File: src/rtl/pool_engine.sv
`default_nettype none
// ============================================================================
// Module   : pool_engine
// Purpose  : Streaming max/average pooling over LANES parallel channels.
//            Each job processes win_num windows of win_len beats; after every
//            window the per-lane results are emitted one word at a time.
// Revision : 1.0 - initial release
// ============================================================================
module pool_engine #(
    parameter int LANES = 8,
    parameter int DW    = 16,
    parameter int CW    = 8
) (
    input  logic                  clk,
    input  logic                  rst,
    input  logic                  start,
    input  logic [1:0]            mode,
    input  logic                  relu,
    input  logic [CW-1:0]         win_len,
    input  logic [CW-1:0]         win_num,
    input  logic [15:0]           recip,
    input  logic                  in_valid,
    output logic                  in_ready,
    input  logic [LANES*DW-1:0]   in_data,
    output logic                  out_valid,
    input  logic                  out_ready,
    output logic [DW-1:0]         out_data,
    output logic [7:0]            out_lane,
    output logic                  busy,
    output logic                  done
);

    localparam int c_ACW = DW + CW;          // accumulator width
    localparam int c_PW  = c_ACW + 17;       // product width (acc * unsigned Q0.16)
    localparam int c_AVW = c_ACW + 1;        // width of product >>> 16
    localparam int c_LW  = (LANES > 1) ? $clog2(LANES) : 1;

    localparam logic [1:0] c_ST_IDLE  = 2'd0;
    localparam logic [1:0] c_ST_RUN   = 2'd1;
    localparam logic [1:0] c_ST_DRAIN = 2'd2;
    localparam logic [1:0] c_ST_DONE  = 2'd3;

    localparam logic signed [c_AVW-1:0] c_SAT_MAX = {{(CW+2){1'b0}}, {(DW-1){1'b1}}};
    localparam logic signed [c_AVW-1:0] c_SAT_MIN = {{(CW+2){1'b1}}, {(DW-1){1'b0}}};

    logic [1:0]                r_state;
    logic [1:0]                w_next_state;

    // Job configuration captured at start
    logic                      r_avg;
    logic                      r_relu;
    logic [CW-1:0]             r_win_len;
    logic [CW-1:0]             r_win_num;
    logic [15:0]               r_recip;

    logic [CW-1:0]             r_elem_cnt;
    logic [CW-1:0]             r_win_cnt;
    logic signed [c_ACW-1:0]   r_acc [LANES];
    logic signed [c_ACW-1:0]   w_lane_ext [LANES];

    logic [c_LW-1:0]           r_lane;
    logic                      r_out_valid;
    logic [DW-1:0]             r_out_data;

    logic                      w_beat;
    logic                      w_first;
    logic                      w_last_elem;
    logic                      w_last_lane;
    logic                      w_xfer;
    logic                      w_win_end;
    logic                      w_last_win;
    logic [c_LW-1:0]           w_pick;
    logic signed [c_ACW-1:0]   w_acc_sel;
    logic signed [c_PW-1:0]    w_acc_wide;
    logic signed [c_PW-1:0]    w_rcp_wide;
    logic signed [c_PW-1:0]    w_prod;
    logic signed [c_AVW-1:0]   w_avg;
    logic signed [DW-1:0]      w_pre;
    logic [DW-1:0]             w_result;

    assign w_beat      = in_valid && in_ready;
    assign w_first     = (r_elem_cnt == '0);
    assign w_last_elem = (r_elem_cnt == (r_win_len - CW'(1)));
    assign w_last_lane = (r_lane == c_LW'(LANES - 1));
    assign w_xfer      = r_out_valid && out_ready;
    assign w_win_end   = (r_state == c_ST_DRAIN) && w_xfer && w_last_lane;
    assign w_last_win  = (({1'b0, r_win_cnt} + (CW+1)'(1)) == {1'b0, r_win_num});

    // State register
    always_ff @(posedge clk or negedge rst) begin
        if (!rst) r_state <= c_ST_IDLE;
        else      r_state <= w_next_state;
    end

    // Next-state logic
    always_comb begin
        w_next_state = r_state;
        case (r_state)
            c_ST_IDLE:  if (start) w_next_state = (win_num == '0) ? c_ST_DONE : c_ST_RUN;
            c_ST_RUN:   if (w_beat && w_last_elem) w_next_state = c_ST_DRAIN;
            c_ST_DRAIN: if (w_win_end) w_next_state = w_last_win ? c_ST_DONE : c_ST_RUN;
            default:    w_next_state = c_ST_IDLE;
        endcase
    end

    // State-decoded outputs
    always_comb begin
        in_ready = (r_state == c_ST_RUN);
        busy     = (r_state != c_ST_IDLE);
        done     = (r_state == c_ST_DONE);
    end

    // Capture job configuration; zero-length windows behave as length one
    always_ff @(posedge clk or negedge rst) begin
        if (!rst) begin
            r_avg     <= 1'b0;
            r_relu    <= 1'b0;
            r_win_len <= '0;
            r_win_num <= '0;
            r_recip   <= '0;
        end else if (r_state == c_ST_IDLE && start) begin
            r_avg     <= (mode == 2'd1);
            r_relu    <= relu;
            r_win_len <= (win_len == '0) ? CW'(1) : win_len;
            r_win_num <= win_num;
            r_recip   <= recip;
        end
    end

    // Element and window counters
    always_ff @(posedge clk or negedge rst) begin
        if (!rst) begin
            r_elem_cnt <= '0;
            r_win_cnt  <= '0;
        end else if (r_state == c_ST_DONE) begin
            r_elem_cnt <= '0;
            r_win_cnt  <= '0;
        end else begin
            if (w_beat) r_elem_cnt <= w_last_elem ? '0 : r_elem_cnt + CW'(1);
            if (w_win_end) r_win_cnt <= r_win_cnt + CW'(1);
        end
    end

    // Sign-extend each input lane to accumulator width
    always_comb begin
        for (int i = 0; i < LANES; i++) begin
            w_lane_ext[i] = {{CW{in_data[i*DW+DW-1]}}, in_data[i*DW +: DW]};
        end
    end

    // Per-lane accumulators: first beat loads, later beats max or add
    always_ff @(posedge clk or negedge rst) begin
        if (!rst) begin
            for (int i = 0; i < LANES; i++) r_acc[i] <= '0;
        end else if (w_beat) begin
            for (int i = 0; i < LANES; i++) begin
                if (w_first)                      r_acc[i] <= w_lane_ext[i];
                else if (r_avg)                   r_acc[i] <= r_acc[i] + w_lane_ext[i];
                else if (w_lane_ext[i] > r_acc[i]) r_acc[i] <= w_lane_ext[i];
            end
        end
    end

    // Lane whose result is loaded into the output register next
    assign w_pick     = (r_out_valid && !w_last_lane) ? r_lane + c_LW'(1) : r_lane;
    assign w_acc_sel  = r_acc[w_pick];
    assign w_acc_wide = {{17{w_acc_sel[c_ACW-1]}}, w_acc_sel};
    assign w_rcp_wide = {{(c_ACW+1){1'b0}}, r_recip};
    assign w_prod     = w_acc_wide * w_rcp_wide;
    assign w_avg      = c_AVW'(w_prod >>> 16);

    // Result: floor-scaled average with saturation, or raw max; relu last
    always_comb begin
        w_pre = w_acc_sel[DW-1:0];
        if (r_avg) begin
            if (w_avg > c_SAT_MAX)      w_pre = {1'b0, {(DW-1){1'b1}}};
            else if (w_avg < c_SAT_MIN) w_pre = {1'b1, {(DW-1){1'b0}}};
            else                        w_pre = w_avg[DW-1:0];
        end
        w_result = (r_relu && w_pre[DW-1]) ? '0 : w_pre;
    end

    // Output register: one idle DRAIN cycle, then lanes in order on each accept
    always_ff @(posedge clk or negedge rst) begin
        if (!rst) begin
            r_out_valid <= 1'b0;
            r_out_data  <= '0;
            r_lane      <= '0;
        end else if (r_state == c_ST_DRAIN) begin
            if (!r_out_valid) begin
                r_out_valid <= 1'b1;
                r_out_data  <= w_result;
            end else if (out_ready) begin
                if (w_last_lane) begin
                    r_out_valid <= 1'b0;
                    r_lane      <= '0;
                end else begin
                    r_lane     <= r_lane + c_LW'(1);
                    r_out_data <= w_result;
                end
            end
        end else begin
            r_out_valid <= 1'b0;
            r_lane      <= '0;
        end
    end

    assign out_valid = r_out_valid;
    assign out_data  = r_out_data;
    assign out_lane  = 8'(r_lane);

endmodule
`default_nettype wire

File: config.mk
export PLATFORM = sky130hd
export DESIGN_NAME = pool_engine
export DESIGN_NICKNAME = d
export VERILOG_FILES = /design/src/rtl/pool_engine.sv
export SDC_FILE = /design/constraint.sdc
export NUM_CORES = 2
export LEC_CHECK = 0
export ABC_CLOCK_PERIOD_IN_PS = 18700
export BUFFER_PORTS_ARGS = -buffer_cell sky130_fd_sc_hd__buf_2
export CAP_MARGIN = 20
export CORE_ASPECT_RATIO = 1.75
export CORE_MARGIN = 2
export CORE_UTILIZATION = 25
export CTS_CLUSTER_DIAMETER = 150
export CTS_CLUSTER_SIZE = 20
export DETAILED_ROUTE_END_ITERATION = 10
export MAX_ROUTING_LAYER = met4
export RECOVER_POWER = 25
export SLEW_MARGIN = 0
export SYNTH_ARGS = -nofsm -noshare
export SYNTH_HDL_FRONTEND = slang
export SYNTH_SLANG_ARGS = --single-unit
File: constraint.sdc
create_clock -name clk -period 18.7 [get_ports clk]
set_input_delay 0.935 -clock clk [delete_from_list [all_inputs] [get_ports clk]]
set_output_delay 0.935 -clock clk [all_outputs]
set_load 0.02 [all_outputs]
==> flow_summary_export.csv <==
group,metric,value,unit
status,status,"finished, violations left",
status,violations,"capacitance limit, slew limit",
die,die_w,304,um
finish,finalNetCount,5776,
detailed_routing,first_pass_iters,7,
synthesis,yosysMostFrequentCell,"inv_1",
finish,drive_gt1_share,8.13,%
synthesis,syn_area,39400,um2
clock_tree,cts_buffers,17,
finish,nFillCells,16822,
synthesis,synth_top_cell_area_share,19.4,%
worst_setup_path,end_kind,"register",
detailed_routing,routed.top_layer,"met4",
worst_setup_path,crit_fanout,48,
worst_setup_path,critPathLaunch,"r_lane[0]",
detailed_routing,dr_wl_met2,67200,um
timing,hold_viol,0,
detailed_routing,drt-wirelength-per-cell,19.3,um
clock_tree,path_clk_slew,0.11,ns
die,die_area,161000,um2
detailed_routing,met3_length,6520,um
timing,min_period_over_period,59.7,%
worst_setup_path,critical_path.reg2reg.endpoint,"out_data[2]",
flow_run,maxCapViolations,4,
synthesis,synth-async-reset-ratio,100,%
worst_setup_path,required,19.22,ns
placement,io_buffers,190,
synthesis,ys_seq_area_share,16.8,%
global_route,grt_pass1_vias,34737,
clock_tree,cts_resized,0,
finish,regArea,6610,um2
worst_setup_path,worst_r2r_path_depth,29,
synthesis,yosys_register_bits,264,
placement,routabilityCongestion,0.910,
placement,dpl.hpwl,106000,um
timing,rsz0062_at_grt,"false",
global_route,grt-ovfl-total,0,
timing,min_period,11.17,ns
die,rows,192,
global_route,antenna_found_initial,57,
synthesis,synth-main-ff-cell,"dfrtp_1",
finish,multi_input_area,29400,um2
synthesis,synthTopCellsByArea,"fa_1 (19%), dfrtp_1 (17%), ha_1 (15%)",
worst_setup_path,path_class,"register to register",
worst_setup_path,cp-start-kind,"register",
synthesis,syn_area_per_cell,8.48,um2
synthesis,synthCells,4653,
detailed_routing,routed_wl,132000,um
timing,fin_tns_setup,0,ns
timing,fmax,0.0895,GHz
clock_tree,hold_buffers,0,
die,start_util,25.2,%
die,core,157000,um2
finish,synthToLayoutAreaGrowth,9.95,%
synthesis,synth_common_cells,"inv_1 (782), ha_1 (481), nand2_1 (481)",
worst_setup_path,critPathSlowestCell,"o21ai_2",
detailed_routing,via_per_inst,4.85,
timing,slew_violations,246,
die,ios,196,
worst_setup_path,worstSetupEndpoint,"out_data[2]",
min_path,hp-class,"register to register",
synthesis,yosysWarnings,0,
detailed_routing,wl_met1,48900,um
synthesis,synth_edf_count,0,
clock_tree,cts_buffer_depth,3,
clock_tree,cts_root_buf,"clkbuf_16",
timing,fin_worst_skew,0.0394,ns
global_route,grt_max_degree,165,
clock_tree,cts_tree,"done",
worst_setup_path,r2r_start,"r_lane[0]",
synthesis,synth_cell_types,83,
clock_tree,cts_setup_buffers,0,
global_route,grt_usage,16.7,%
timing,setup-violations-final,0,
worst_setup_path,path_common_cell,"fa_1",
worst_setup_path,r2r_setup_slack,7.53,ns
detailed_routing,drc_errors,0,
detailed_routing,drt_iter0_markers,1493,
timing,relSlewSlack,-251,%
global_route,grt_pass1_wl,203000,um
timing,worstMarginPinSlew,5.26,ns
clock_tree,clock_latency,0.60,ns
synthesis,synth_area_leader_cell,"fa_1",
worst_setup_path,cp.arrival,11.70,ns
clock_tree,cts_max_level,1,
clock_tree,cts_sinks,264,
detailed_routing,vias,33092,
worst_setup_path,critPathMaxStageDelay,0.83,ns
detailed_routing,drtAntennaViolNets,0,
die,chipHeight,529,um
[cell families (layout without fill, tap and decap cells)]
group	after synthesis	count (layout)	share of synthesized area (%)
simple gates	1248	1248	14.9
compound gates	1015	1015	15.7
buf+inv	954	1043	9.15
fa+ha+maj	864	864	34.7
flops	264	264	16.8
xor+xnor	206	206	4.57
mux	101	101	4.22
other cells	1	46	0.00951
[layer usage]
metal,up-vias,GRT usage [%]
li1,15518,-
met3,280,2.72
met4,0,9.91
met1,16509,17.2
met5,-,-
met2,785,30.1
[through the flow]
stage | area (um2) | cells | utilization (%) | hold WS [ns] | setup slack (ns)
final | 43400 | 6824 | 27.7 | 0.494 | 7.53
after global routing | 43400 | 6821 | 27.7 | 0.527 | 6.92
after CTS | 43300 | 6782 | 27.6 | 0.324 | 7.57
after detailed placement | 42800 | 6761 | 27.3 | 0.475 | 7.61
after global placement | 42800 | 6760 | 27.3 | 0.459 | 7.94
after floorplan | 39500 | 4657 | - | 0.449 | 8.95
[worst min-delay path by stage]
stage,from,endpoint,slack [ns],cells after the start
floorplan,r_acc[47],r_acc[47],0.45,2
global route,out_data[7],out_data[7],0.53,2
finish,out_data[7],out_data[7],0.49,2
CTS,rst,r_acc[154],0.32,1
detailed placement,out_data[7],out_data[7],0.47,2
global placement,r_acc[47],r_acc[47],0.46,2
[cell type report]
class | instances | area share, %
inverters | 788 | 6.82
repair buffers | 234 | 2.96
diodes | 41 | 0.237
flip-flops and latches | 264 | 15.2
well taps | 2037 | 5.88
clock inverters | 3 | 0.0635
clock buffers | 18 | 1.01
multi-input cells | 3439 | 67.8
[worst max-delay path, delay by kind of cell, from the launching register on]
kind / cells / cell delay [ns]
simple gates: 3 / 0.80
fa+ha+maj: 9 / 3.84
flops: 1 / 0.46
xor+xnor: 1 / 0.24
buf+inv: 4 / 0.83
mux: 2 / 0.92
compound gates: 10 / 3.90
[flip-flops by register name, summed over array words and instances, names as in the netlist]
name        count
out_data       16
r_avg           1
r_relu          1
out_valid       1
r_acc         192
r_lane          3
r_win_cnt       8
r_recip        16
r_state         2
r_elem_cnt      8
r_win_len       8
r_win_num       8
[cell usage in the layout, fill, tap and decap left out, types with 153 or more instances in the layout]
| master | Yosys | routed |
|---|---|---|
| o21ai_1 | 190 | 183 |
| a21oi_1 | 295 | 293 |
| buf_2 | 7 | 189 |
| nor2_1 | 277 | 275 |
| dfrtp_1 | 264 | 264 |
| xnor2_1 | 154 | 153 |
| inv_1 | 782 | 782 |
| ha_1 | 481 | 481 |
| fa_1 | 383 | 383 |
| nand2_1 | 481 | 480 |
Power is left out: the tool's default activity adds up to more than one toggle a clock period on the data nets, which glitch-free logic cannot reach.
